## config.mk

```make
export PLATFORM = sky130hd
export DESIGN_NAME = ntt_sched
export DESIGN_NICKNAME = d
export VERILOG_FILES = /design/src/rtl/ntt_pkg.sv /design/src/rtl/ntt_sched_rdbuf.sv /design/src/rtl/ntt_sched.sv
export SDC_FILE = /design/constraint.sdc
export NUM_CORES = 1
export LEC_CHECK = 0
export CAP_MARGIN = 20
export CORE_ASPECT_RATIO = 1.1
export CORE_MARGIN = 2
export CORE_UTILIZATION = 46
export DETAILED_ROUTE_END_ITERATION = 10
export MAX_ROUTING_LAYER = met4
export PLACE_DENSITY = 0.82
export REMOVE_ABC_BUFFERS = 1
export SETUP_SLACK_MARGIN = 0.3
export SLEW_MARGIN = 10
export SYNTH_ARGS = -nofsm -noshare
export SYNTH_HDL_FRONTEND = slang
export SYNTH_SLANG_ARGS = --single-unit
```

## constraint.sdc

```tcl
create_clock -name clk -period 1.8 [get_ports clk]
set_input_delay 0.18 -clock clk [delete_from_list [all_inputs] [get_ports clk]]
set_output_delay 0.18 -clock clk [all_outputs]
set_load 0.005 [all_outputs]
```

## src/rtl/ntt_pkg.sv

```systemverilog
// Shared definitions for the NTT scheduler: state encoding, transform size and
// default coefficient width.
package ntt_pkg;

    localparam int NTT_N    = 256;
    localparam int NTT_LOGN = 8;
    localparam int NTT_CW   = 12;

    localparam logic [NTT_LOGN-1:0] NTT_LAST = NTT_LOGN'(NTT_N - 1);

    typedef enum logic [2:0] {
        ST_IDLE   = 3'd0,
        ST_LOAD   = 3'd1,
        ST_RUN    = 3'd2,
        ST_DRAIN  = 3'd3,
        ST_UNLOAD = 3'd4
    } ntt_state_e;

endpackage

```

## src/rtl/ntt_sched_rdbuf.sv

```systemverilog
// Unload path of the NTT scheduler: issues RAM reads in address order and holds
// each word in a registered output stage until the consumer takes it.
module ntt_sched_rdbuf
    import ntt_pkg::*;
#(
    parameter int CW = NTT_CW
) (
    input  logic                clk,
    input  logic                rst,
    input  logic                i_active,
    input  logic                i_out_ready,
    input  logic [CW-1:0]       i_ram_rdata,
    output logic [NTT_LOGN-1:0] o_ram_addr,
    output logic                o_out_valid,
    output logic [CW-1:0]       o_out_data,
    output logic                o_done
);

    logic [NTT_LOGN-1:0] addr_q, addr_d;
    logic                issued_all_q, issued_all_d;
    logic                pend_q, pend_d;
    logic                pend_last_q, pend_last_d;
    logic                valid_q, valid_d;
    logic                last_q, last_d;
    logic [CW-1:0]       data_q, data_d;
    logic                accept_s;
    logic                issue_s;

    // Read issue and output-register update; a word being taken this cycle
    // counts as empty so the next read overlaps the hand-off.
    always_comb begin
        accept_s     = valid_q && i_out_ready;
        issue_s      = i_active && !issued_all_q && !pend_q && (!valid_q || accept_s);
        addr_d       = addr_q;
        issued_all_d = issued_all_q;
        pend_d       = 1'b0;
        pend_last_d  = 1'b0;
        valid_d      = valid_q;
        last_d       = last_q;
        data_d       = data_q;
        if (!i_active) begin
            addr_d       = {NTT_LOGN{1'b0}};
            issued_all_d = 1'b0;
            valid_d      = 1'b0;
            last_d       = 1'b0;
        end else begin
            if (issue_s) begin
                pend_d       = 1'b1;
                pend_last_d  = (addr_q == NTT_LAST);
                issued_all_d = (addr_q == NTT_LAST);
                addr_d       = addr_q + NTT_LOGN'(1);
            end else begin
                pend_d = 1'b0;
            end
            if (pend_q) begin
                valid_d = 1'b1;
                data_d  = i_ram_rdata;
                last_d  = pend_last_q;
            end else if (accept_s) begin
                valid_d = 1'b0;
                last_d  = 1'b0;
            end else begin
                valid_d = valid_q;
            end
        end
    end

    // Unload state registers.
    always_ff @(posedge clk or posedge rst) begin
        if (rst) begin
            addr_q       <= {NTT_LOGN{1'b0}};
            issued_all_q <= 1'b0;
            pend_q       <= 1'b0;
            pend_last_q  <= 1'b0;
            valid_q      <= 1'b0;
            last_q       <= 1'b0;
            data_q       <= {CW{1'b0}};
        end else begin
            addr_q       <= addr_d;
            issued_all_q <= issued_all_d;
            pend_q       <= pend_d;
            pend_last_q  <= pend_last_d;
            valid_q      <= valid_d;
            last_q       <= last_d;
            data_q       <= data_d;
        end
    end

    assign o_ram_addr  = addr_q;
    assign o_out_valid = valid_q;
    assign o_out_data  = data_q;
    assign o_done      = accept_s && last_q;

endmodule

```

## src/rtl/ntt_sched.sv

```systemverilog
// NTT job scheduler: load 256 coefficients, run the address generator, drain
// the butterfly pipeline, unload results. NTT_SCHED_PERF_EN adds o_run_cycles.
module ntt_sched
    import ntt_pkg::*;
#(
    parameter int DRAIN_CYCLES = 4,
    parameter int CW           = NTT_CW
) (
    input  logic                clk,
    input  logic                rst,
`ifdef NTT_SCHED_PERF_EN
    output logic [15:0]         o_run_cycles,
`endif
    input  logic                i_job_valid,
    output logic                o_job_ready,
    input  logic                i_in_valid,
    input  logic [CW-1:0]       i_in_data,
    output logic                o_in_ready,
    output logic                o_out_valid,
    output logic [CW-1:0]       o_out_data,
    input  logic                i_out_ready,
    output logic                o_ag_start,
    input  logic                i_ag_done,
    output logic                o_ram_sel,
    output logic                o_ram_we,
    output logic [NTT_LOGN-1:0] o_ram_addr,
    output logic [CW-1:0]       o_ram_wdata,
    input  logic [CW-1:0]       i_ram_rdata,
    output logic                o_busy
);

    // A zero drain length still spends one cycle in DRAIN.
    localparam int             DC_EFF  = (DRAIN_CYCLES < 1) ? 1 : DRAIN_CYCLES;
    localparam int             DCW     = (DC_EFF > 1) ? $clog2(DC_EFF) : 1;
    localparam logic [DCW-1:0] DC_INIT = DCW'(DC_EFF - 1);

    ntt_state_e          state_q, state_d;
    logic [NTT_LOGN-1:0] load_cnt_q, load_cnt_d;
    logic [DCW-1:0]      drain_cnt_q, drain_cnt_d;
    logic                ag_start_q, ag_start_d;
    logic                ram_sel_q, ram_sel_d;
    logic                busy_q, busy_d;
    logic                load_wr_s;
    logic                unload_s;
    logic                rd_done_s;
    logic [NTT_LOGN-1:0] rd_addr_s;

    assign load_wr_s = (state_q == ST_LOAD) && i_in_valid;
    assign unload_s  = (state_q == ST_UNLOAD);

    // Next-state and registered-output decode.
    always_comb begin
        state_d     = state_q;
        load_cnt_d  = load_cnt_q;
        drain_cnt_d = drain_cnt_q;
        case (state_q)
            ST_IDLE: begin
                if (i_job_valid) begin
                    state_d    = ST_LOAD;
                    load_cnt_d = {NTT_LOGN{1'b0}};
                end else begin
                    state_d = ST_IDLE;
                end
            end
            ST_LOAD: begin
                if (load_wr_s) begin
                    load_cnt_d = load_cnt_q + NTT_LOGN'(1);
                    if (load_cnt_q == NTT_LAST) begin
                        state_d = ST_RUN;
                    end else begin
                        state_d = ST_LOAD;
                    end
                end else begin
                    load_cnt_d = load_cnt_q;
                end
            end
            ST_RUN: begin
                if (i_ag_done) begin
                    state_d     = ST_DRAIN;
                    drain_cnt_d = DC_INIT;
                end else begin
                    state_d = ST_RUN;
                end
            end
            ST_DRAIN: begin
                if (drain_cnt_q == {DCW{1'b0}}) begin
                    state_d = ST_UNLOAD;
                end else begin
                    drain_cnt_d = drain_cnt_q - DCW'(1);
                end
            end
            ST_UNLOAD: begin
                if (rd_done_s) begin
                    state_d = ST_IDLE;
                end else begin
                    state_d = ST_UNLOAD;
                end
            end
            default: begin
                state_d = ST_IDLE;
            end
        endcase
        ag_start_d = (state_d == ST_RUN);
        ram_sel_d  = (state_d == ST_RUN) || (state_d == ST_DRAIN);
        busy_d     = (state_d != ST_IDLE);
    end

    // Control state and registered outputs.
    always_ff @(posedge clk or posedge rst) begin
        if (rst) begin
            state_q     <= ST_IDLE;
            load_cnt_q  <= {NTT_LOGN{1'b0}};
            drain_cnt_q <= {DCW{1'b0}};
            ag_start_q  <= 1'b0;
            ram_sel_q   <= 1'b0;
            busy_q      <= 1'b0;
        end else begin
            state_q     <= state_d;
            load_cnt_q  <= load_cnt_d;
            drain_cnt_q <= drain_cnt_d;
            ag_start_q  <= ag_start_d;
            ram_sel_q   <= ram_sel_d;
            busy_q      <= busy_d;
        end
    end

    ntt_sched_rdbuf #(
        .CW (CW)
    ) u_rdbuf (
        .clk         (clk),
        .rst         (rst),
        .i_active    (unload_s),
        .i_out_ready (i_out_ready),
        .i_ram_rdata (i_ram_rdata),
        .o_ram_addr  (rd_addr_s),
        .o_out_valid (o_out_valid),
        .o_out_data  (o_out_data),
        .o_done      (rd_done_s)
    );

    assign o_job_ready = (state_q == ST_IDLE);
    assign o_in_ready  = (state_q == ST_LOAD);
    assign o_ram_we    = load_wr_s;
    assign o_ram_addr  = (state_q == ST_LOAD) ? load_cnt_q : rd_addr_s;
    assign o_ram_wdata = (state_q == ST_LOAD) ? i_in_data : {CW{1'b0}};
    assign o_ag_start  = ag_start_q;
    assign o_ram_sel   = ram_sel_q;
    assign o_busy      = busy_q;

`ifdef NTT_SCHED_PERF_EN
    logic [15:0] run_cycles_q, run_cycles_d;

    // Cycles spent in RUN plus DRAIN for the current job, saturating.
    always_comb begin
        if ((state_d == ST_RUN) && (state_q != ST_RUN)) begin
            run_cycles_d = 16'h0000;
        end else if (((state_q == ST_RUN) || (state_q == ST_DRAIN)) && (run_cycles_q != 16'hFFFF)) begin
            run_cycles_d = run_cycles_q + 16'h0001;
        end else begin
            run_cycles_d = run_cycles_q;
        end
    end

    // Performance counter register.
    always_ff @(posedge clk or posedge rst) begin
        if (rst) begin
            run_cycles_q <= 16'h0000;
        end else begin
            run_cycles_q <= run_cycles_d;
        end
    end

    assign o_run_cycles = run_cycles_q;
`endif

endmodule

```

==> flow_summary.toml <==
[timing]
skew_ns = 0.007217
setup_viol = 24
timing.slew.headroom_pct = 77.30
whs_ns = 0.2587
setup_ws_ns = -0.1566
fin_crit_sh_pct = 108.7
fin_crit_ns = 1.957
max_slew.worst_pin.slew_ns = 0.3402
max_freq_ghz = 0.5111
maxSlewViolCount = 0
grt_setup_unrepaired = "yes"
finalSetupTns_ns = -1.920
hold_viol = 0

[yosys]
yosys.area_share.adder_pct = 1.805
syn_area_mm2 = 0.002079
yosysWarnings = 0
synth-xor-area-share_pct = 3.369
synth_edf_count = 0
ys.flop_type = "dfrtp_1"
synth_compound_area_share_pct = 6.498
yosysSeqAreaShare_pct = 49.34
netlist-cell-type-count = 38
synthMuxAreaShare_pct = 12.88
ys_ff_latch = 41
ys_async_sr_fraction_pct = 100.0
synth_top_family_by_area = "simple AND/OR/NAND/NOR gates"
yosys.area_share.simple_pct = 22.62
synthCells = 195
syn_avg_cell_area_um2 = 10.66

[power_and_ir_drop]
p_int_uw = 2010
switching_share_pct = 25.71
power.switching_uw = 695.7
power_uw = 2706
pwr-share-clk_pct = 32.5
ir_worst_vdd_mv = 0.6432
power_frac_seq_pct = 39.1
leakage_uw = 0.001761
p_comb_share_pct = 28.5
p_per_area_mw_per_mm2 = 716.5

[placement]
dpl.hpwl_mm = 3.458
dp_cells = 319
gp_congestion = 0.7742
io_buffers = 68

[floorplanning]
initial_core_util_pct = 48.17
io_pins = 69
row_count = 25
core-area_mm2 = 0.004317
dieArea_mm2 = 0.005075
die_width_um = 68.11
die_h_um = 74.52

[finish]
area_growth_syn_to_layout_pct = 81.59
layout-drive-gt1-share_pct = 48.21
multi_input_area_mm2 = 0.001304
num_antenna_cells = 0
register_area_mm2 = 0.001026
n_fill_cell = 199
final_nets = 339
stdcell_count = 361

[route]
via_per_inst = 5.623
drt_iter0_markers = 105
drt_wl_total_mm = 7.167
drc_errors = 0
post_drt_wl_per_cell_um = 19.85
first_pass_iters = 4
ant_nets = 0
num_vias = 2030

[worst_setup_path]
end_kind = "primary output"
cp.required_ns = 1.62
worstPathArrival_ns = 1.78
crit_type = "reg2out"
cpPeakStageDelay_ns = 0.44
critPathLaunchType = "flop"
worstPathCellList = "nor3b_4 -> buf_6 -> buf_12 -> mux2_4 -> buf_6"
crit_slowest_cell = "dfrtp_1"
worst_path_most_repeated_cell = "buf_6"
crit_fanout = 6

[grt]
overflow = 0
grtUsageMet3_pct = 4.539
first_global_vias = 1769
top_usage_layer = "met2"
use_met1_pct = 29.78
grt_start_max_net_pins = 24
grt_pass1_wl_mm = 8.542
antenna_found_initial = 0
grt_usage_pct = 23.46
met2_usage_pct = 37.76

[clock_network]
cts_made_buffers = 5
clk_path_buf_depth = 2
htreeDepth = 2
cts_tree = "built"
clock_latency_ns = 0.29
cts.clk_slew.worst_paths_ns = 0.08
cts.sinks = 41
cts_root_buffer = "clkbuf_8"

[flow_run]
max_cap_viol_count = 0

[outcome]
status = "finished, violations left"
violations = "negative setup slack"

[min_path]
hold_class = "in2async"
layout by cell type, fill, tap and decap left out, types with 2 or more instances in the layout:
master / n
a21oi_1: 5
a21oi_2: 4
and2_4: 13
and3_1: 3
and4_1: 2
buf_12: 3
buf_16: 2
buf_4: 14
buf_6: 44
buf_8: 2
bufinv_16: 2
clkbuf_8: 5
clkdlybuf4s50_1: 45
dfrtp_1: 41
ha_1: 3
inv_1: 5
mux2_4: 22
nand2_1: 13
nand2_2: 4
nand2b_1: 3
nand3_1: 5
nand4_1: 4
nor2_1: 10
nor2_2: 3
nor2_4: 7
nor3_2: 2
o21ai_1: 3
xor2_1: 6
kinds of logic after synthesis:
logic type	after synthesis
buffers and inverters	13
adder cells (fa/ha/maj)	3
XOR/XNOR	8
flip-flops	41
AND/OR/NAND/NOR	84
AO/OA/AOI/OAI	22
multiplexers	24
sequential cells by signal, indices dropped and copies added (netlist names), 2 cells and up:
register	count
u_rdbuf.o_out_data	12
load_cnt_q	8
u_rdbuf.o_ram_addr	8
state_q	3
drain_cnt_q	2
routing by layer:
| metal | part of all wire [%] | vias to the layer above | wire [µm] |
|---|---|---|---|
| met5 | 0 | - | 0 |
| met4 | 3.0 | 0 | 216 |
| met3 | 6.8 | 23 | 485 |
| met2 | 51 | 101 | 3660 |
| met1 | 39 | 1007 | 2804 |
| li1 | - | 899 | - |
worst max-delay path, delay by kind of cell (launching register included):
| family | cells | cell delay (ns) |
|---|---|---|
| mux | 1 | 0.31 |
| simple gates | 1 | 0.32 |
| flops | 1 | 0.44 |
| buf+inv | 3 | 0.41 |
final cells by class:
type                            count  share of cell area, %
Sequential cell                    41                  27.17
Timing Repair Buffer              112                  32.47
Clock inverter                      3                  1.723
Inverter                            5                 0.4970
Tap cell                           54                  1.789
Multi-Input combinational cell    141                  34.53
Clock buffer                        5                  1.822
worst paths after layout:
| kind | from | slack [ns] | cells after the start | end |
|---|---|---|---|---|
| worst min-delay path | rst | 0.26 | 3 | state_q[0]$_DFF_PP0_ |
| worst min register to register | u_rdbuf.o_out_data[11]$_DFFE_PP0P_ | 0.51 | 1 | u_rdbuf.o_out_data[11]$_DFFE_PP0P_ |
| worst max-delay path | state_q[1]$_DFF_PP0_ | -0.16 | 5 | o_ram_addr[6] |
| max in group asynchronous | rst | 1.30 | 3 | u_rdbuf.o_out_data[0]$_DFFE_PP0P_ |
| min in group clk | i_ram_rdata[11] | 0.51 | 2 | u_rdbuf.o_out_data[11]$_DFFE_PP0P_ |
| worst max register to register | state_q[0]$_DFF_PP0_ | -0.16 | 7 | load_cnt_q[7]$_DFFE_PP0P_ |
metrics by stage:
stage / worst slack (ns) / cell area (µm²) / util (%)
floorplan: -0.2066 / 2026 / -
global placement: 0.03927 / 2861 / 66.29
detailed placement: -0.009712 / 2861 / 66.29
CTS: -0.07130 / 3304 / 76.55
global route: -0.1804 / 3776 / 87.48
finish: -0.1566 / 3776 / 87.48
cells in the mapped netlist, types with 2 or more instances:
library cell	number	area (µm²)
and2_1	15	93.84
mux2_2	22	247.7
dfrtp_1	41	1026
nand2_1	18	67.56
o21ai_0	5	25.02
nand3_1	7	35.03
inv_1	5	18.77
and3_1	3	18.77
buf_4	4	30.03
clkbuf_1	2	7.510
nand2b_1	4	25.02
and4_1	2	17.52
ha_1	3	37.54
mux2i_1	2	20.02
nand4_1	4	25.02
or4_1	2	15.01
xor2_1	6	52.55
xnor2_1	2	17.52
nor3_1	2	10.01
nor2_1	19	71.32
o31ai_1	2	15.01
a21oi_1	9	45.04
power groups by stage:
stage,clock [µW],sequential [µW],combinational (µW)
floorplan,0,1040,193
global placement,0,1050,433
detailed placement,0,1050,447
CTS,873,1040,570
global route,934,1060,808
finish,879,1060,770
repair_timing:
action                                  4_1_cts  5_1_grt
hold buffers                                  0        0
resized for setup                           152       84
cloned                                        3        1
pin swaps                                    13       24
setup buffers                                14       16
endpoints found under the setup margin       41       49
Note: power is estimated with default switching activity, not from simulation.
